==> src/rtl/instr_encoder_loader.sv <==
// rtl/instr_encoder_loader.sv - packs RV32 I-load/S/B fields and writes them to IMEM at consecutive words
// Optional feature: IMM_RANGE_CHECK_EN rejects bundles whose immediate does not fit the format.
module instr_encoder_loader #(
    parameter logic [31:0] BASE_ADDR = 32'h0,
    parameter int          DEPTH     = 64
) (
    input  logic                       clk,
    input  logic                       rst_n,
    input  logic                       clr,
    input  logic                       in_valid,
    output logic                       in_ready,
    input  logic [1:0]                 in_fmt,
    input  logic [4:0]                 in_rd,
    input  logic [4:0]                 in_rs1,
    input  logic [4:0]                 in_rs2,
    input  logic [2:0]                 in_funct3,
    input  logic [31:0]                in_imm,
    output logic                       imem_we,
    output logic [31:0]                imem_addr,
    output logic [31:0]                imem_wdata,
    output logic [$clog2(DEPTH):0]     word_cnt,
    output logic                       full,
    output logic                       err,
    output logic [7:0]                 err_cnt
);
    localparam int CW = $clog2(DEPTH) + 1;

    typedef enum logic [1:0] {IDLE, WRITE, FULL_ST} state_t;
    state_t state, state_nxt;

    logic [31:0] enc;
    logic        imm_ok;
    logic        legal;
    logic        accept;

    always_comb begin
        enc = '0;
        case (in_fmt)
            2'b00:   enc = {in_imm[11:0], in_rs1, in_funct3, in_rd, 7'b0000011};
            2'b01:   enc = {in_imm[11:5], in_rs2, in_rs1, in_funct3, in_imm[4:0], 7'b0100011};
            2'b11:   enc = {in_imm[12], in_imm[10:5], in_rs2, in_rs1, in_funct3,
                            in_imm[4:1], in_imm[11], 7'b1100011};
            default: enc = '0;
        endcase
    end

`ifdef IMM_RANGE_CHECK_EN
    // Sign-extension bits must all match; branch offsets must also be halfword aligned.
    always_comb begin
        imm_ok = 1'b1;
        if (in_fmt == 2'b11)
            imm_ok = ((&in_imm[31:12]) || !(|in_imm[31:12])) && !in_imm[0];
        else
            imm_ok = (&in_imm[31:11]) || !(|in_imm[31:11]);
    end
`else
    logic unused_imm;
    assign unused_imm = ^in_imm[31:13];
    assign imm_ok     = 1'b1;
`endif

    assign legal    = (in_fmt != 2'b10) && imm_ok;
    assign in_ready = (state == IDLE) && !clr;
    assign accept   = in_valid && in_ready;
    assign imem_we  = (state == WRITE);
    assign full     = (state == FULL_ST);

    always_comb begin
        state_nxt = state;
        if (clr) begin
            state_nxt = IDLE;
        end else begin
            case (state)
                IDLE:    if (accept && legal) state_nxt = WRITE;
                WRITE:   state_nxt = (word_cnt == CW'(DEPTH - 1)) ? FULL_ST : IDLE;
                FULL_ST: state_nxt = FULL_ST;
                default: state_nxt = IDLE;
            endcase
        end
    end

    always_ff @(posedge clk or negedge rst_n) begin
        if (!rst_n) state <= IDLE;
        else        state <= state_nxt;
    end

    always_ff @(posedge clk or negedge rst_n) begin
        if (!rst_n) begin
            imem_addr  <= BASE_ADDR;
            imem_wdata <= '0;
            word_cnt   <= '0;
            err        <= 1'b0;
            err_cnt    <= '0;
        end else if (clr) begin
            // A strobe already in WRITE still completes this cycle; its count is dropped here.
            imem_addr  <= BASE_ADDR;
            imem_wdata <= '0;
            word_cnt   <= '0;
            err        <= 1'b0;
            err_cnt    <= '0;
        end else begin
            err <= accept && !legal;
            if (accept && !legal && err_cnt != 8'hFF)
                err_cnt <= err_cnt + 8'd1;
            if (accept && legal)
                imem_wdata <= enc;
            if (state == WRITE) begin
                imem_addr <= imem_addr + 32'd4;
                word_cnt  <= word_cnt + CW'(1);
            end
        end
    end
endmodule
==> config.mk <==
export PLATFORM = sky130hd
export DESIGN_NAME = instr_encoder_loader
export DESIGN_NICKNAME = d
export VERILOG_FILES = /design/src/rtl/instr_encoder_loader.sv
export SDC_FILE = /design/constraint.sdc
export NUM_CORES = 1
export LEC_CHECK = 0
export BUFFER_PORTS_ARGS = -buffer_cell sky130_fd_sc_hd__buf_2
export CAP_MARGIN = 20
export CORE_MARGIN = 2
export CORE_UTILIZATION = 25
export CTS_CLUSTER_DIAMETER = 120
export DETAILED_ROUTE_END_ITERATION = 12
export MAX_ROUTING_LAYER = met4
export PLACE_DENSITY_LB_ADDON = 0.1
export SLEW_MARGIN = 20
export SYNTH_ARGS = -nofsm -noshare
export SYNTH_HDL_FRONTEND = slang
export SYNTH_SLANG_ARGS = --single-unit
==> constraint.sdc <==
create_clock -name clk -period 3.3 [get_ports clk]
set_input_delay 0.66 -clock clk [delete_from_list [all_inputs] [get_ports clk]]
set_output_delay 0.66 -clock clk [all_outputs]
set_load 0.01 [all_outputs]
==> qor.csv, run 1 <==
stage;metric;value;unit
setup_path;Critical Path Source Type;flop;
routing;Starting DRT DRC Count;163;
cts;clk root buf;clkbuf_16;
setup_path;crit path max-delay cell type;or4_1;
routing;Detailed Routing Iterations Pass 1;8;
yosys;biggest area consumer among synthesized cells;dfrtp_1;
floorplanning;Core Area;14000;um^2
timing;Final Hold Vio Count;0;
timing;total negative setup slack;0;ns
cts;Clock transition at path regs;0.06;ns
yosys;ranking of synthesized cells by area;dfrtp_1, a22o_1, a21oi_1;
cts;Post CTS Setup Buffer Count;0;
cts;maximum clock path buffer count;2;
setup_path;Crit Path Max Fanout;20;
placed_design;RePlAce Congestion;0.755;
pwr;pwr dens;446;nW/um^2
setup_path;Top delay family on crit path;simple AND/OR/NAND/NOR gates;
timing;Slew @ Worst Pin;1.05;ns
routing;vias per cell;4.95;
finish;fin nets;522;
routing;DR vias;3202;
placed_design;Port Buffer Count;114;
setup_path;reg2reg start;imem_addr[5];
global_route;grt ovf;0;
global_route;largest net degree at the start of global routing;53;
routing;DRC;0;
setup_path;CP Cell Sequence;and3_1 > nand4_1 > or4_1 > a21oi_1;
placed_design;dpl cell area;4360;um^2
floorplanning;num ports;139;
cts;cts repair resizes;0;
cts;CTS buffer count;9;
global_route;initial antenna violation count;0;
routing;Detail Route Antenna Nets;0;
setup_path;CP bufs+invs;0;
setup_path;worst path arrival time;2.55;ns
yosys;Yosys reg bits;76;
timing;unrepaired setup endpoints after global routing;no;
timing;setup ws final;1.00;ns
yosys;Mapped Cells;353;
cts;# H-tree levels;3;
pwr;Leak;2.30;nW
status;status;completed;
finish;Layout area overhead;28.1;%
cts;TritonCTS clock tree;built;
setup_path;Critical Path Sink Type;flop;
placed_design;Place WS;0.860;ns
yosys;Mean Syn Cell Area;10.2;um^2
floorplanning;full die area;15400;um^2
yosys;mapped cell area;3610;um^2
timing;# setup viols final;0;
setup_path;CP Class;reg2reg;
setup_path;CP startpoint;imem_addr[5];
cts;CTS sink count;76;
timing;skew final;0.00892;ns
yosys;distinct cell type count after synthesis;43;
global_route;number of global-route vias before repair;3086;
routing;wirelength, routed;9800;um
placed_design;DP HPWL;6660;um
cts;Worst-Skew Late Latency;0.34;ns
setup_path;CP max stage delay;0.70;ns
yosys;top-area cell type share of the netlist area;0.526;
floorplanning;num rows;43;
timing;fin crit share;0.697;
global_route;Total GRT Usage;0.133;
setup_path;Worst Path Required;3.56;ns
floorplanning;Chip Height;124;um
pwr;maximum VDD drop;230;uV
hold_path;hold crit path type;in2async;
yosys;asr flop ratio synth;1.00;
yosys;sequential share of the synthesized area;0.526;
floorplanning;width of the die;124;um
finish;Finished Cell Area;4630;um^2
finish;share of post-route cells with drive strength above 1;0.308;
cts;cts hold-fix bufs;0;
routing;WL/cell;15.2;um
yosys;Yosys warnings;0;
timing;Pins Over Slew Limit;0;
timing;min cycle time layout;2.30;ns
timing;Rel. slew slack;0.292;
floorplanning;Initial Util;0.258;
yosys;Post-synth EDFFs;0;
global_route;first-pass GRT wire length;16300;um
finish;# diodes;0;
run;Max-Cap Viols;0;
yosys;Post-synth top flop;dfrtp_1;
timing;Max Freq;435;MHz
where the power goes:
group | leakage (nW) | internal, mW | switching (mW)
logic | 1.12 | 0.0641 | 0.101
registers | 1.05 | 0.958 | 0.0179
clock network | 0.135 | 0.544 | 0.381
total | 2.30 | 1.57 | 0.499
layout make-up:
type | count | area [um^2]
Clock buffer | 13 | 260
Clock inverter | 2 | 10.0
Fill cell | 1493 | 9360
Inverter | 14 | 52.6
Multi-Input combinational cell | 242 | 1560
Sequential cell | 76 | 1900
Tap cell | 180 | 225
Timing Repair Buffer | 120 | 618
logic make-up after synthesis:
kind of cell / count (synthesis) / share of synthesized area
flip-flops: 76 / 0.526
adder cells (fa/ha/maj): 3 / 0.0104
AO/OA/AOI/OAI: 84 / 0.161
buffers and inverters: 39 / 0.0478
XOR/XNOR: 15 / 0.0364
other: 1 / 0.00104
AND/OR/NAND/NOR: 131 / 0.204
multiplexers: 4 / 0.0125
registers in the layout (all words and copies together) (netlist names):
| name | count |
|---|---|
| imem_addr | 30 |
| state | 2 |
| imem_wdata | 28 |
| err | 1 |
| err_cnt | 8 |
| word_cnt | 7 |
metal layers:
metal | up-vias | track usage | share of wire
met2 | 128 | 0.201 | 0.46
met3 | 5 | 0.0465 | 0.066
met4 | 0 | 0.0297 | 0.0078
met1 | 1551 | 0.173 | 0.47
li1 | 1518 | - | -
met5 | - | - | 0
per-stage QoR:
stage | hold WS, ns | instances | utilization | total power [mW]
floorplan | 0.364 | 357 | - | 1.07
detailed placement | 0.459 | 632 | 0.311 | 1.16
finish | 0.333 | 647 | 0.331 | 2.07
global route | 0.368 | 647 | 0.331 | 2.16
CTS | 0.341 | 647 | 0.331 | 2.11
global placement | 0.459 | 632 | 0.311 | 1.16
cells in the mapped netlist (all sizes together) (7+ instances only):
cell type   n
clkbuf     11
nand2      24
or4        16
dfrtp      76
o21ai       9
inv        14
buf        14
o31ai      16
a22o       15
and3       10
nor2       23
xor2       12
nand4      14
nand3      13
or3         8
a222oi      7
a21oi      26
path summary, 6_finish.rpt:
| check | endpoint | slack (ns) | depth (start not counted) |
|---|---|---|---|
| setup reg to reg | imem_addr[29] | 1.00 | 4 |
| setup / recovery | imem_addr[29] | 1.00 | 4 |
| hold / removal | imem_addr[26] | 0.33 | 1 |
| min in group clk | imem_wdata[7] | 0.47 | 2 |
| max in group asynchronous | imem_wdata[16] | 2.29 | 2 |
| hold reg to reg | imem_wdata[7] | 0.47 | 2 |
layout by cell type, fill, tap and decap left out, drive strengths merged, types with 10 or more instances in the layout:
cell type | netlist | routed
a21oi | 26 | 26
xor2 | 12 | 12
clkbuf | 11 | 13
or4 | 16 | 16
nand3 | 13 | 13
nand2 | 24 | 24
nor2 | 23 | 23
a22o | 15 | 15
inv | 14 | 14
dfrtp | 76 | 76
nand4 | 14 | 14
and3 | 10 | 10
o31ai | 16 | 16
buf | 14 | 120
(Power assumes the default switching activity.)
==> run 2: changes to the inputs <==
ABC_AREA = 1   (was not set)
clock period = 2.12 ns   (was 3.3 ns; I/O delays follow)
==> run 2 against run 1 <==
Non-clock buffer count grew 2. Register-to-register slack lost 0.59 ns. Sequential share of layout area shrank 3.5 points. First-iteration DRC count shrank 6.7%. Routed wire length grew 18%. Clock skew shrank 0.00075 ns. Synthesized cell count grew 52%. Critical path depth grew 5. Combinational power grew 82%. Count of clock-buffer cells in the layout shrank 3. Largest cell class unchanged. Largest power group unchanged.
==> qor.csv, run 2 <==
stage;metric;value;unit;change
yosys;top cells by count, synth;nand2_1, nor2_1, dfrtp_1;;
floorplanning;Chip Height;130;um;+4.6%
yosys;Yosys reg bits;76;;unchanged
routing;WL/cell;13.2;um;-13%
yosys;top-area cell type share of the netlist area;0.479;;-0.0470
yosys;mapped cell area;3970;um^2;+9.8%
global_route;first-pass GRT wire length;18300;um;+13%
setup_path;Crit Path Max Fanout;8;;-60%
yosys;Post-synth EDFFs;0;;unchanged
setup_path;worst path arrival time;1.99;ns;-0.56 ns
setup_path;Critical Path Sink Type;flop;;
timing;# setup viols final;0;;unchanged
finish;Largest register FFs;30;;unchanged
status;status;completed;;
pwr;Final Total Pwr;3.26;mW;+58%
routing;Detail Route Antenna Nets;0;;unchanged
timing;Pins Over Slew Limit;0;;unchanged
yosys;asr flop ratio synth;1.00;;unchanged
cts;# H-tree levels;3;;unchanged
global_route;largest net degree at the start of global routing;34;;-36%
yosys;most frequent cell after synthesis;nand2_1;;
floorplanning;num rows;46;;+7.0%
timing;total negative setup slack;0;ns;unchanged
pwr;maximum VDD drop;343;uV;+49%
cts;clk root buf;clkbuf_16;;
finish;most common cell after layout, fill and taps aside;nand2_1;;
routing;Starting DRT DRC Count;152;;-6.7%
finish;Filler cells;1732;;+16%
cts;CTS sink count;76;;unchanged
floorplanning;full die area;16900;um^2;+9.5%
finish;Layout area overhead;27.4;%;
setup_path;Worst Path Required;2.39;ns;-1.17 ns
global_route;number of global-route vias before repair;3601;;+17%
placed_design;DP HPWL;8560;um;+28%
floorplanning;num ports;139;;unchanged
yosys;biggest area consumer among synthesized cells;dfrtp_1;;
cts;Post CTS Setup Buffer Count;0;;unchanged
finish;fin nets;715;;+37%
setup_path;CP Class;reg2reg;;
yosys;Mean Syn Cell Area;7.40;um^2;-28%
yosys;Mapped Cells;536;;+52%
timing;unrepaired setup endpoints after global routing;no;;
routing;vias per cell;4.36;;-12%
placed_design;Port Buffer Count;114;;unchanged
timing;Slew @ Worst Pin;0.637;ns;-0.417 ns
finish;# diodes;0;;unchanged
timing;skew final;0.00817;ns;-0.000752 ns
timing;Final Hold Vio Count;0;;unchanged
yosys;distinct cell type count after synthesis;30;;-30%
floorplanning;Core Area;15700;um^2;+12%
routing;DR vias;3822;;+19%
yosys;Yosys warnings;0;;unchanged
cts;cts hold-fix bufs;0;;unchanged
hold_path;hold crit path type;in2async;;
finish;share of post-route cells with drive strength above 1;0.222;;-0.0860
cts;TritonCTS clock tree;built;;
yosys;ranking of synthesized cells by area;dfrtp_1, nand2_1, nor2_1;;
pwr;Leak;2.75;nW;+19%
finish;Biggest register;imem_addr;;
timing;Max Freq;584;MHz;+34%
cts;maximum clock path buffer count;2;;unchanged
cts;Worst-Skew Late Latency;0.34;ns;about the same
finish;largest registers;imem_addr: 30 flops, imem_wdata: 28 flops, err_cnt: 8 flops;;
yosys;Post-synth top flop;dfrtp_1;;
routing;DRC;0;;unchanged
cts;cts repair resizes;0;;unchanged
setup_path;reg-to-reg slack, setup;0.41;ns;-0.59 ns
yosys;sequential share of the synthesized area;0.479;;-0.0470
run;Max-Cap Viols;0;;unchanged
floorplanning;Initial Util;0.252;;-0.00580
routing;Detailed Routing Iterations Pass 1;6;;-2
finish;most frequent cells in the layout;nand2_1, buf_2, nor2_1, dfrtp_1, inv_1;;
cts;CTS buffer count;9;;unchanged
timing;min cycle time layout;1.71;ns;-0.587 ns
timing;fin crit share;0.807;;+0.111
global_route;Total GRT Usage;0.143;;+0.0102
placed_design;RePlAce Congestion;0.889;;+18%
setup_path;Critical Path Source Type;flop;;
floorplanning;width of the die;130;um;+4.6%
cts;Clock transition at path regs;0.06;ns;about the same
timing;Rel. slew slack;0.573;;+0.282
routing;wirelength, routed;11500;um;+18%
global_route;grt ovf;0;;unchanged
global_route;initial antenna violation count;0;;unchanged
pwr;pwr dens;644;nW/um^2;+44%
-- run 2: cell types whose count changed in the layout (fill, tap and decap cells not counted), sizes merged, moves of 10 or more --
| cell | delta |
|---|---|
| o21ai | +10 |
| a21oi | -12 |
| nor3 | +12 |
| nand2 | +161 |
| nand3 | +30 |
| o31ai | -16 |
| a22o | -15 |
| inv | +40 |
| or4 | -16 |
| nor2 | +58 |
-- run 2: cell type report --
class	count	area, um^2	share of cell area
Tap cell	216	270	0.0535
Clock buffer	10	229	0.0453
Sequential cell	76	1900	0.376
Clock inverter	6	41.3	0.00817
Inverter	54	205	0.0406
Timing Repair Buffer	122	646	0.128
Multi-Input combinational cell	393	1760	0.348
-- run 2: where the power goes --
| part | switching [mW] | internal (mW) |
|---|---|---|
| logic | 0.195 | 0.106 |
| clock network | 0.639 | 0.791 |
| registers | 0.0283 | 1.50 |
-- run 2: logic make-up (layout without fill, tap and decap cells) --
kind of cell / Yosys count / after routing / share of synthesized area
adders and majority gates: 3 / 3 / 0.00946
buffers and inverters: 71 / 192 / 0.0808
xor gates and xnor gates: 4 / 4 / 0.00883
and+or+nand+nor: 337 / 337 / 0.355
DFF: 76 / 76 / 0.479
AOI/OAI and AO/OA: 44 / 44 / 0.0659
other: 1 / 5 / 0.000945
-- run 2: through the flow --
stage / setup WS (ns) / area, um^2 / instances / utilization / hold slack (ns)
2_1_floorplan: 0.657 / 3980 / 540 / - / 0.128
3_3_place_gp: 0.383 / 4780 / 861 / 0.304 / 0.419
3_5_place_dp: 0.398 / 4780 / 861 / 0.304 / 0.416
4_1_cts: 0.362 / 5050 / 877 / 0.322 / 0.0446
5_1_grt: 0.102 / 5050 / 877 / 0.322 / 0.0748
6_report: 0.409 / 5050 / 877 / 0.322 / 0.0346
-- run 2: path summary, 6_finish.rpt --
path | end | start | cells after the start
max reg2reg | imem_addr[24] | imem_addr[3] | 9
min | imem_addr[3] | rst_n | 1
min in group clk | imem_wdata[15] | in_rs1[0] | 3
max | imem_addr[24] | imem_addr[3] | 9
min reg2reg | imem_wdata[27] | imem_wdata[27] | 2
max in group asynchronous | imem_wdata[26] | rst_n | 2
-- run 2: critical path, cell delays in order, from the launching register on --
cell and delay [ns]:
dfrtp_1 0.39, ha_1 0.19, nand3_1 0.10, nor2_1 0.19
nand3_1 0.14, inv_1 0.25, nand3_1 0.17, nand2_1 0.09
nand2_1 0.04, nor2_1 0.08
-- run 2: layer usage --
metal	GRT usage	vias up	share of wire
met5	-	-	0
met4	0.0651	0	0.018
met3	0.0209	14	0.043
met2	0.214	86	0.46
met1	0.192	1776	0.48
li1	-	1946	-
